**src/rtl/alu_arbiter.sv**
```systemverilog
// alu_arbiter: round-robin sharing of one registered ALU between two requesters (optional lock: ALU_ARB_LOCK_EN).
// Latency: response valid in the third cycle after the request handshake; one operation per 4 cycles at best.
// Backpressure: a held response keeps the FSM in RESPOND, so both request channels stay not-ready until consumed.
module alu_arbiter #(
  parameter int DATA_W = 32,
  parameter int CTRL_W = 6,
  parameter int MAX_OP = 23
) (
  input  logic              alu_clk,
  input  logic              alu_rst,

  input  logic              req0_valid,
  output logic              req0_ready,
  input  logic [CTRL_W-1:0] req0_ctrl,
  input  logic [DATA_W-1:0] req0_a,
  input  logic [DATA_W-1:0] req0_b,

  input  logic              req1_valid,
  output logic              req1_ready,
  input  logic [CTRL_W-1:0] req1_ctrl,
  input  logic [DATA_W-1:0] req1_a,
  input  logic [DATA_W-1:0] req1_b,

`ifdef ALU_ARB_LOCK_EN
  input  logic              req0_lock,
  input  logic              req1_lock,
`endif

  output logic              rsp0_valid,
  input  logic              rsp0_ready,
  output logic              rsp1_valid,
  input  logic              rsp1_ready,
  output logic [DATA_W-1:0] rsp_rslt,
  output logic [3:0]        rsp_flags,
  output logic              rsp_err,

  output logic [CTRL_W-1:0] alu_ctrl,
  output logic [DATA_W-1:0] alu_in_1,
  output logic [DATA_W-1:0] alu_in_2,
  input  logic [DATA_W-1:0] alu_rslt,
  input  logic [3:0]        alu_checks,

  output logic              busy
);

  typedef enum logic [1:0] {
    S_IDLE    = 2'd0,
    S_ISSUE   = 2'd1,
    S_CAPTURE = 2'd2,
    S_RESPOND = 2'd3
  } state_t;

  // Opcode ceiling at the opcode width so the illegal-op compare is width-matched.
  localparam logic [CTRL_W-1:0] MAX_OP_C = CTRL_W'(MAX_OP);

  state_t              r_state;
  logic                r_ptr;      // requester favoured when both are valid
  logic                r_owner;    // requester whose operation is in flight
  logic                r_rsp0_vld;
  logic                r_rsp1_vld;
  logic [DATA_W-1:0]   r_rsp_rslt;
  logic [3:0]          r_rsp_flags;
  logic                r_rsp_err;
  logic [CTRL_W-1:0]   r_alu_ctrl;
  logic [DATA_W-1:0]   r_alu_in_1;
  logic [DATA_W-1:0]   r_alu_in_2;
  logic                r_busy;
`ifdef ALU_ARB_LOCK_EN
  logic                r_lock_hold; // owner keeps the ALU for the next IDLE cycle
`endif

  logic                w_any_vld;
  logic                w_sel;
  logic                w_grant;
  logic                w_rsp_hs;
  logic [CTRL_W-1:0]   w_ctrl;
  logic [DATA_W-1:0]   w_a;
  logic [DATA_W-1:0]   w_b;

  // Requester selection: a lone valid requester wins, otherwise the pointer decides; a held lock overrides both.
  always_comb begin
    w_any_vld = req0_valid | req1_valid;
    w_sel     = 1'b0;
    if (req0_valid && !req1_valid) begin
      w_sel = 1'b0;
    end else if (req1_valid && !req0_valid) begin
      w_sel = 1'b1;
    end else begin
      w_sel = r_ptr;
    end
`ifdef ALU_ARB_LOCK_EN
    // A lock only matters if the owner actually turns up again in that first IDLE cycle.
    if (r_lock_hold && (r_owner ? req1_valid : req0_valid)) begin
      w_sel = r_owner;
    end
`endif
  end

  // Grant only from IDLE, and never in a reset cycle so no requester believes an abandoned op was taken.
  always_comb begin
    w_grant = (r_state == S_IDLE) && !alu_rst && w_any_vld;
    w_ctrl  = w_sel ? req1_ctrl : req0_ctrl;
    w_a     = w_sel ? req1_a    : req0_a;
    w_b     = w_sel ? req1_b    : req0_b;
  end

  assign req0_ready = w_grant && !w_sel;
  assign req1_ready = w_grant &&  w_sel;

  // Response handshake on whichever channel currently holds the result.
  assign w_rsp_hs = (r_rsp0_vld && rsp0_ready) || (r_rsp1_vld && rsp1_ready);

  // Operation sequencer: IDLE -> ISSUE -> CAPTURE -> RESPOND, all outputs registered.
  always_ff @(posedge alu_clk) begin
    if (alu_rst) begin
      r_state     <= S_IDLE;
      r_ptr       <= 1'b0;
      r_owner     <= 1'b0;
      r_rsp0_vld  <= 1'b0;
      r_rsp1_vld  <= 1'b0;
      r_rsp_rslt  <= '0;
      r_rsp_flags <= '0;
      r_rsp_err   <= 1'b0;
      r_alu_ctrl  <= '0;
      r_alu_in_1  <= '0;
      r_alu_in_2  <= '0;
      r_busy      <= 1'b0;
`ifdef ALU_ARB_LOCK_EN
      r_lock_hold <= 1'b0;
`endif
    end else begin
      case (r_state)
        S_IDLE: begin
`ifdef ALU_ARB_LOCK_EN
          // The lock grants precedence for one IDLE cycle only.
          r_lock_hold <= 1'b0;
`endif
          // ALU inputs are only rewritten on a grant; otherwise they keep the last operation.
          if (w_grant) begin
            r_alu_ctrl <= w_ctrl;
            r_alu_in_1 <= w_a;
            r_alu_in_2 <= w_b;
            r_owner    <= w_sel;
            r_ptr      <= ~w_sel;
            r_busy     <= 1'b1;
            r_state    <= S_ISSUE;
          end
        end

        S_ISSUE: begin
          // Operands held a full cycle; the ALU registers its result on the closing edge.
          r_state <= S_CAPTURE;
        end

        S_CAPTURE: begin
          // Illegal opcodes still ran on the ALU; its result and flags pass through, error is flagged here.
          r_rsp_rslt  <= alu_rslt;
          r_rsp_flags <= alu_checks;
          r_rsp_err   <= (r_alu_ctrl > MAX_OP_C);
          r_rsp0_vld  <= ~r_owner;
          r_rsp1_vld  <= r_owner;
          r_state     <= S_RESPOND;
        end

        S_RESPOND: begin
          // Result stays put until the owner takes it; no timeout.
          if (w_rsp_hs) begin
            r_rsp0_vld <= 1'b0;
            r_rsp1_vld <= 1'b0;
            r_busy     <= 1'b0;
            r_state    <= S_IDLE;
`ifdef ALU_ARB_LOCK_EN
            r_lock_hold <= r_owner ? req1_lock : req0_lock;
`endif
          end
        end

        default: begin
          r_state <= S_IDLE;
          r_busy  <= 1'b0;
        end
      endcase
    end
  end

  assign rsp0_valid = r_rsp0_vld;
  assign rsp1_valid = r_rsp1_vld;
  assign rsp_rslt   = r_rsp_rslt;
  assign rsp_flags  = r_rsp_flags;
  assign rsp_err    = r_rsp_err;
  assign alu_ctrl   = r_alu_ctrl;
  assign alu_in_1   = r_alu_in_1;
  assign alu_in_2   = r_alu_in_2;
  assign busy       = r_busy;

endmodule

```
**config.mk**
```make
export PLATFORM = sky130hd
export DESIGN_NAME = alu_arbiter
export DESIGN_NICKNAME = d
export VERILOG_FILES = /design/src/rtl/alu_arbiter.sv
export SDC_FILE = /design/constraint.sdc
export NUM_CORES = 1
export LEC_CHECK = 0
export BUFFER_PORTS_ARGS = -buffer_cell sky130_fd_sc_hd__clkbuf_2
export CAP_MARGIN = 20
export CORE_ASPECT_RATIO = 0.9
export CORE_MARGIN = 2
export CORE_UTILIZATION = 25
export DETAILED_ROUTE_END_ITERATION = 10
export HOLD_SLACK_MARGIN = 0.1
export MAX_ROUTING_LAYER = met4
export SLEW_MARGIN = 20
export SYNTH_ARGS = -nofsm -noshare
export SYNTH_HDL_FRONTEND = slang
export SYNTH_SLANG_ARGS = --single-unit
```
**constraint.sdc**
```tcl
create_clock -name alu_clk -period 2.3 [get_ports alu_clk]
set_clock_uncertainty 0.05 [all_clocks]
set_input_delay 0.46 -clock alu_clk [delete_from_list [all_inputs] [get_ports alu_clk]]
set_output_delay 0.46 -clock alu_clk [all_outputs]
set_load 0.02 [all_outputs]
```
# Word level (Yosys, flattened, before mapping)
# Cells that the tools add are included.
[word_totals]
regBits = 114
in_bits = 182
output_inout_bits = 112
word_cells = 54
[op_classes]
n_lt_le_gt_ge = 1
n_eq_ne = 5
mux = 13
bitwise_logic = 3
reduce_logical = 20
[ops]
columns = ["cell", "n"]
rows = [
  ["2-to-1 mux 32 bit", 2],
  ["logical AND 1 bit", 8],
  ["case mux 2 bit (4 select lines)", 1],
  ["greater-than comparator 6 x 5 -> 1 bit, second input constant", 1],
  ["2-to-1 mux 6 bit", 1],
  ["case mux 1 bit (2 select lines)", 3],
  ["AND reduction 2 bit", 3],
  ["== test 2 bit, second input constant", 2],
  ["zero test 1 bit", 4],
  ["2-to-1 mux 1 bit", 4],
  ["2-to-1 mux 2 bit", 2],
  ["!= test 2 bit, second input constant", 2],
  ["nonzero test 2 bit", 2],
  ["AND reduction 3 bit", 1],
  ["== test 2 x 1 -> 1 bit, second input constant", 1],
  ["zero test 2 bit", 1],
  ["inverter 1 bit", 2],
  ["logical OR 1 bit", 1],
  ["OR 1 bit", 1],
]

# Logic depth before layout (Yosys ltp)
# Gate-level depths: netlist of the first run.
[logic_depth]
ltp_word = 6
ltp_mapped = 8
depth_no_buf = 6

# Least setup slack after synthesis of the first run
# No wires, ideal clock.
[synth_timing]
path_kind = "register to output"
from = "reg r_state[0]"
to = "out req0_ready"
arrival_time_ps = 1330
path_slack_ps = 460
path_stages_with_launch = 6
path_cell_list = "dfxtp_1 inv_1 ha_1 nand2b_2 a211oi_4 buf_6"
[synth_via]
elab_chain_len = 4
[synth_rtl]
columns = ["item", "line_no", "source"]
rows = [
  ["from (decl)", "56", "state_t r_state;"],
  ["from (signal assigned)", "116", "r_state <= S_IDLE;"],
  ["from (signal assigned)", "146", "r_state <= S_ISSUE;"],
  ["from (signal assigned)", "152", "r_state <= S_CAPTURE;"],
  ["zero test 2 bit", "101", "w_grant = (r_state == S_IDLE) && !alu_rst && w_any_vld;"],
  ["logical AND 1 bit (2 in series)", "101", ""],
  ["logical AND 1 bit", "107", "assign req0_ready = w_grant && !w_sel;"],
  ["to (decl)", "13", "output logic req0_ready,"],
]
# No other way between the ends.

# Final worst setup path of the first run
# Ends and elaborated chain as after synthesis.

==> key figures, run 1 <==
Status
  • Status: finished clean

Detailed routing
  • Iter 0 DRT Violations: 229
  • Avg WL per Cell: about 14 um
  • Drt pass-1 iters: 7
  • Drt drc: 0
  • Final WL: about 14 mm
  • Vias/cell: ~4.5
  • Routed Antenna Nets: 0
  • Vias: about 4400

Yosys
  • Yosys cell types: 25
  • Post-synth EDFFs: 0
  • Ranking of synthesized cells by area: dfxtp_1 52%, a22oi_1 8.9%, mux2i_1 8.5%, a21oi_1 6.6%, nor2_1 5.0%
  • Post-synthesis net count: between 600 and 700
  • Top cell type by total area after synthesis: dfxtp_1
  • Avg Cell Area, Syn: approximately 9.6 um^2
  • Async S/R FF share, synth: 0%
  • Synth Flop Type: dfxtp_1
  • Seq/Total Area, Yosys: a little over half
  • Cell area after synthesis: between 0.004 and 0.005 mm^2
  • Number of synthesized register bits: approximately 110
  • Synth cell count leaders: 114 x dfxtp_1, 58 x a21oi_1, 58 x nor2_1
  • Yosys warnings: 0
  • Synth Instances: about 460
  • Post-synth top area share: roughly 52%
  • Most common cell in the netlist: dfxtp_1

Clocking
  • TritonCTS clock tree: yes
  • Clock latency on the worst-skew pair: approximately 0.4 ns
  • H-Tree Depth: 4
  • CTS Sinks: between 100 and 150
  • Clock Tree Buf Depth: 2
  • Total CTS buffers: 17
  • Number of hold buffers added after cts: 0
  • Root Driver: clkbuf_16
  • Clock-pin slew on the worst setup and hold paths: ~0.050 ns

Global route
  • Gr ovfl total: 0
  • First-pass GRT wire length: 21.02 mm
  • Largest net degree at the start of global routing: 58
  • GRT Util Overall: between 10% and 20%
  • Vias in the first global route: ~4300
  • Initial antenna violation count: 0

Hold path
  • Tightest Hold Check Type: primary input to flop

Pwr
  • Cell Pwr Density: about 1100 mW/mm^2
  • Pint: 4945 uW
  • Worst VDD drop: ~0.00061 V
  • Comb power frac: a little under a third
  • Clock Power Share: ~34%
  • Sw Ratio: between 30 and 40%
  • Sw Pwr: 2515 uW
  • Leak Pwr: slightly above 0.003 uW
  • Seq pwr share: around a third

STA
  • Worst Tran Pin Value: between 0.6 and 0.7 ns
  • Final Cycle Share: 93.55%
  • Final-report setup violation count: 0
  • RSZ-0062 raised after global routing: false
  • Setup total negative slack: 0 ns
  • Fmax: 464.8 MHz
  • Final worst path period need: about 2.2 ns
  • Max-slew violations: 0
  • Post-layout worst setup margin: 0.1484 ns
  • Slew Limit Headroom: 56.72%
  • Final hold violation count: 0

Die
  • DIE WIDTH: ~140 um
  • Die ar.: ~0.019 mm^2
  • Die height: ~130 um
  • Top Ports: between 200 and 300
  • Site Rows: between 40 and 50
  • Core ar.: about 0.017 mm^2
  • Initial Utilization: between 20% and 30%

Worst setup path
  • CP max-delay cell: dfxtp_1
  • Worst path required time: approximately 1.8 ns
  • CP Class: flop to output port
  • Crit path launch type: flop
  • Crit. End Element: output port
  • Crit path max fanout: 7
  • Crit-path cells: inv_1 -> ha_2 -> nand2b_2 -> a211oi_4 -> clkbuf_2
  • Crit path largest cell delay: approximately 0.32 ns
  • Crit path DAT: between 1.5 and 2 ns

Placed design
  • Routability cong.: around 0.76
  • DP HPWL: ~10 mm
  • Port bufs: around 300
  • Place WS: 0.2936 ns

Layout
  • Area growth, synth to finish: 52.12%
  • Diode count: 0
  • Post-Route Utilization: approximately two fifths
  • Number of fill cells: around 1800
  • Fraction of layout cells with a size suffix above 1: between 40% and 50%
  • Final layout net count: between 900 and 1000

Run
  • Max-Cap Viols: 0
==> power groups by stage <==
stage / registers (uW) / clock network [uW] / logic [uW]
2_1_floorplan: 2990 / 0 / 1150
3_3_place_gp: 2590 / 0 / 2380
3_5_place_dp: 2590 / 0 / 2390
4_1_cts: 2560 / 2620 / 2400
5_1_grt: 2600 / 2720 / 2590
6_report: 2560 / 2540 / 2360
==> final timing paths <==
kind / slack [ns] / start / endpoint / depth (start not counted)
worst max-delay path: 0.15 / r_state[0] / req0_ready / 5
worst min-delay path: 0.22 / req0_a[21] / alu_in_1[21] / 3
worst max register to register: 0.45 / r_state[0] / alu_in_1[22] / 7
worst min register to register: 0.43 / rsp_err / rsp_err / 2
==> critical path, delay by kind of cell (launching register included) <==
kind                       cells  cell delay (ns)
DFF                            1             0.32
AOI/OAI and AO/OA              1             0.25
and+or+nand+nor                1             0.10
adders and majority gates      1             0.25
buffers and inverters          2             0.31
==> state kept, by name, summed over array words and instances, names as in the netlist <==
register / count
rsp_rslt: 32
alu_in_2: 32
r_ptr: 1
r_state: 2
rsp_err: 1
rsp1_valid: 1
alu_in_1: 32
busy: 1
rsp_flags: 4
r_owner: 1
rsp0_valid: 1
alu_ctrl: 6
==> area by class of cell <==
cell class	count	area (um^2)	share of cell area, %
clock buffers	21	460.4	6.932
well taps	235	294.0	4.426
multi-input cells	298	1846	27.78
repair buffers	308	1632	24.56
clock inverters	10	110.1	1.658
flip-flops and latches	114	2282	34.36
inverters	5	18.77	0.2825
==> metrics by stage <==
step / hold WS [ns] / cells / cell area (um^2) / power (uW)
5_1_grt: 0.2006 / 991 / 6643 / 7913
3_3_place_gp: 0.4236 / 959 / 6062 / 4967
3_5_place_dp: 0.4306 / 959 / 6062 / 4978
2_1_floorplan: 0.4177 / 456 / 4367 / 4141
4_1_cts: 0.1971 / 991 / 6640 / 7583
6_report: 0.2216 / 991 / 6643 / 7461
==> layout by cell type, fill, tap and decap left out, drive strengths merged, types with 2 or more instances in the layout <==
master	synthesis	routed
a211oi	2	2
ha	3	3
a22oi	52	52
o21ai	6	6
nor2	58	58
dfxtp	114	114
buf	23	16
nand2	54	54
inv	5	5
o21a	3	3
mux2i	37	37
clkinv	0	4
a21oi	58	58
a222oi	18	18
clkbuf	16	313
bufinv	0	2
clkinvlp	0	4
==> metal layers <==
layer / track usage (%) / up-vias / share of wire, %
li1: - / 2226 / -
met1: 17.30 / 1985 / 42
met2: 25.16 / 194 / 49
met3: 4.804 / 13 / 8.3
met4: 5.017 / 0 / 1.2
met5: - / - / 0
==> repair_timing <==
action                                  CTS  global route
gates resized for setup                   0             1
pin swaps                                 1             0
endpoints found under the setup margin    1             1
setup buffers                             1             0
==> cells by family after synthesis <==
family / share of synthesized area, %
simple gates: 10.11
buf+inv: 5.788
compound gates: 22.49
fa+ha+maj: 0.8597
flops: 52.26
mux: 8.481
(Power assumes the default switching activity.)
==> inputs of run 2 (changes only) <==
==> constraint.sdc (replaced) <==
create_clock -name alu_clk -period 2.3 [get_ports alu_clk]
set_clock_uncertainty 0.05 [all_clocks]
set_input_delay 0.115 -clock alu_clk [delete_from_list [all_inputs] [get_ports alu_clk]]
set_output_delay 0.115 -clock alu_clk [all_outputs]
set_load 0.02 [all_outputs]
==> key figures, run 2 (synthesis results as in run 1) <==
Global route
  • First-pass GRT wire length: 26.17 mm (+24%)
  • Initial antenna violation count: 0 (unchanged)
  • Gr ovfl total: 0 (unchanged)
  • Vias in the first global route: 5565 (+31%)
  • GRT Util Overall: 18.50% (+3.4 points)
  • Largest net degree at the start of global routing: 66 (+14%)

Worst setup path
  • Setup crit start: r_state[0]
  • Crit-path cells: inv_1 -> ha_2 -> nand2b_2 -> o21bai_4 -> a22oi_1 -> a21oi_1 -> dlygate4sd3_1
  • Critical R2R Launch: r_state[0]
  • Crit path max fanout: 23 (+16)
  • Worst path required time: 2.54 ns (+0.75 ns)
  • Crit path launch type: flop
  • WP depth: 7 (+2)
  • Crit path capture: alu_in_1[13]
  • Top delay family on crit path: buffers and inverters
  • Crit path largest cell delay: 0.57 ns (+0.25 ns)
  • Crit. End Element: flop
  • R2r worst-path depth: 7 (unchanged)
  • CP Class: flop to flop
  • Crit path DAT: 2.38 ns (+0.74 ns)
  • CP max-delay cell: dlygate4sd3_1
  • Worst path bufs/invs: 2 (unchanged)
  • Crit Reg-Reg Endpoint: alu_in_1[13]
  • R2R setup slack: 0.16 ns (-0.29 ns)

STA
  • Slew Limit Headroom: 50.88% (-5.8 points)
  • Max-slew violations: 0 (unchanged)
  • RSZ-0062 raised after global routing: false
  • Fmax: 467.7 MHz (+0.63%)
  • Setup total negative slack: 0 ns (unchanged)
  • Final Cycle Share: 92.97% (-0.58 points)
  • Final-report setup violation count: 0 (unchanged)
  • Final hold violation count: 0 (unchanged)
  • Final worst path period need: 2.138 ns (-0.01337 ns)
  • Worst Tran Pin Value: 0.7369 ns (+0.08939 ns)

Detailed routing
  • Iter 0 DRT Violations: 262 (+14%)
  • Routed Antenna Nets: 0 (unchanged)
  • Avg WL per Cell: 14.94 um (+5.1%)
  • Final WL: 17.39 mm (+23%)
  • Vias: 5349 (+21%)
  • Drt pass-1 iters: 7 (unchanged)
  • Vias/cell: 4.595 (+3.1%)
  • Drt drc: 0 (unchanged)

Pwr
  • Leak Pwr: 0.003781 uW (+25%)
  • Worst VDD drop: 0.0006305 V (+2.7%)
  • Cell Pwr Density: 966.2 mW/mm^2 (-14%)

Clocking
  • H-Tree Depth: 4 (unchanged)
  • TritonCTS clock tree: yes
  • CTS Sinks: 114 (unchanged)
  • Clock-pin slew on the worst setup and hold paths: 0.06 ns (about the same)
  • Postcts setup bufs: 0 (-1)
  • Total CTS buffers: 17 (unchanged)
  • Clock latency on the worst-skew pair: 0.40 ns (about the same)
  • Root Driver: clkbuf_16
  • Clock Tree Buf Depth: 2 (unchanged)

Run
  • Max-Cap Viols: 0 (unchanged)

Layout
  • Register area: 0.002282 mm^2 (unchanged)
  • Commonest non-fill, non-tap cell in the layout: clkbuf_2
  • Diode count: 0 (unchanged)
  • Area of the multi-input gates: 0.001846 mm^2 (unchanged)
  • Area growth, synth to finish: 94.13%
  • Most frequent cells in the layout: 292 x clkbuf_2, 177 x dlygate4sd3_1, 114 x dfxtp_1
  • Number of fill cells: 1519 (-13%)
  • Final cell area excluding filler cells: 0.008477 mm^2 (+28%)
  • Fraction of layout cells with a size suffix above 1: 36.81% (-8.8 points)
  • Final layout net count: 1101 (+19%)

Die
  • Site Rows: 45 (unchanged)
  • DIE WIDTH: 143.3 um (unchanged)
  • Initial Utilization: 25.68% (unchanged)
  • Core ar.: 0.01700 mm^2 (unchanged)
  • Die height: 129.4 um (unchanged)
  • Die ar.: 0.01854 mm^2 (unchanged)
  • Top Ports: 294 (unchanged)

Placed design
  • Routability cong.: 0.7534 (-0.82%)
  • Post-DP Area: 0.006020 mm^2 (-0.70%)
  • Port bufs: 293 (unchanged)
  • DP HPWL: 10.23 mm (about the same)

Hold path
  • Tightest Hold Check Type: primary input to flop

Status
  • Status: finished clean
==> run 2: cell types whose count changed in the layout (fill, tap and decap cells not counted), sizes merged <==
| cell | change |
|---|---|
| dlygate4sd3 | +177 |
| buf | -5 |
| bufinv | +4 |
| clkbuf | -2 |
| clkinv | -1 |
==> run 2: through the flow <==
| stage | util (%) | cells | hold slack, ns | setup slack [ns] | power (uW) |
|---|---|---|---|---|---|
| global placement | 35.40 | 955 | 0.2907 | 0.4193 | 4924 |
| floorplan | - | 456 | 0.2010 | 0.6526 | 4141 |
| CTS | 49.79 | 1164 | 0.1200 | 0.01422 | 8231 |
| detailed placement | 35.40 | 955 | 0.2941 | 0.3816 | 4944 |
| finish | 49.85 | 1164 | 0.1532 | 0.1617 | 8190 |
| global route | 49.85 | 1164 | 0.1840 | 0.02527 | 8611 |
==> run 2: worst min-delay path: stages <==
cell	delay (ns)
clkbuf_2	0.08
a221oi_1	0.15
a21oi_1	0.15
a21oi_1	0.07
==> run 2: report_power, final <==
group | switching (uW) | internal (uW) | leakage [uW] | total [uW]
Clock | 936 | 2060 | 0.000315 | 3000
Combinational | 1490 | 1130 | 0.00254 | 2630
Sequential | 216 | 2350 | 0.000930 | 2570
==> run 2: worst min path at each step <==
| stage | to | start | slack [ns] | cells past startpoint |
|---|---|---|---|---|
| final | busy | rsp1_ready | 0.15 | 4 |
| after global routing | rsp1_valid | rsp1_ready | 0.18 | 4 |
| after CTS | busy | rsp1_ready | 0.12 | 4 |
| after detailed placement | alu_in_1[30] | req0_a[30] | 0.29 | 3 |
| after global placement | alu_in_2[13] | req0_b[13] | 0.29 | 3 |
| after floorplan | alu_ctrl[0] | req0_ctrl[0] | 0.20 | 2 |
==> run 2: layout make-up <==
class | count | share of cell area, %
Timing Repair Buffer | 480 | 39.65
Sequential cell | 114 | 26.92
Multi-Input combinational cell | 298 | 21.77
Clock buffer | 19 | 5.225
Tap cell | 235 | 3.469
Clock inverter | 13 | 2.745
Inverter | 5 | 0.2214
==> run 2: what timing repair did <==
| action | in CTS | in global routing |
|---|---|---|
| setup endpoints to repair | 0 | 5 |
| hold endpoints to repair | 109 | 0 |
| hold buffers | 177 | 0 |
| gates resized for setup | 0 | 3 |
==> run 2: per-layer routing <==
| layer | vias up | track usage (%) | wire [um] |
|---|---|---|---|
| li1 | 2569 | - | - |
| met1 | 2468 | 18.27 | 6588 |
| met2 | 262 | 33.61 | 8940 |
| met3 | 50 | 5.654 | 1345 |
| met4 | 0 | 8.189 | 513 |
| met5 | - | - | 0 |
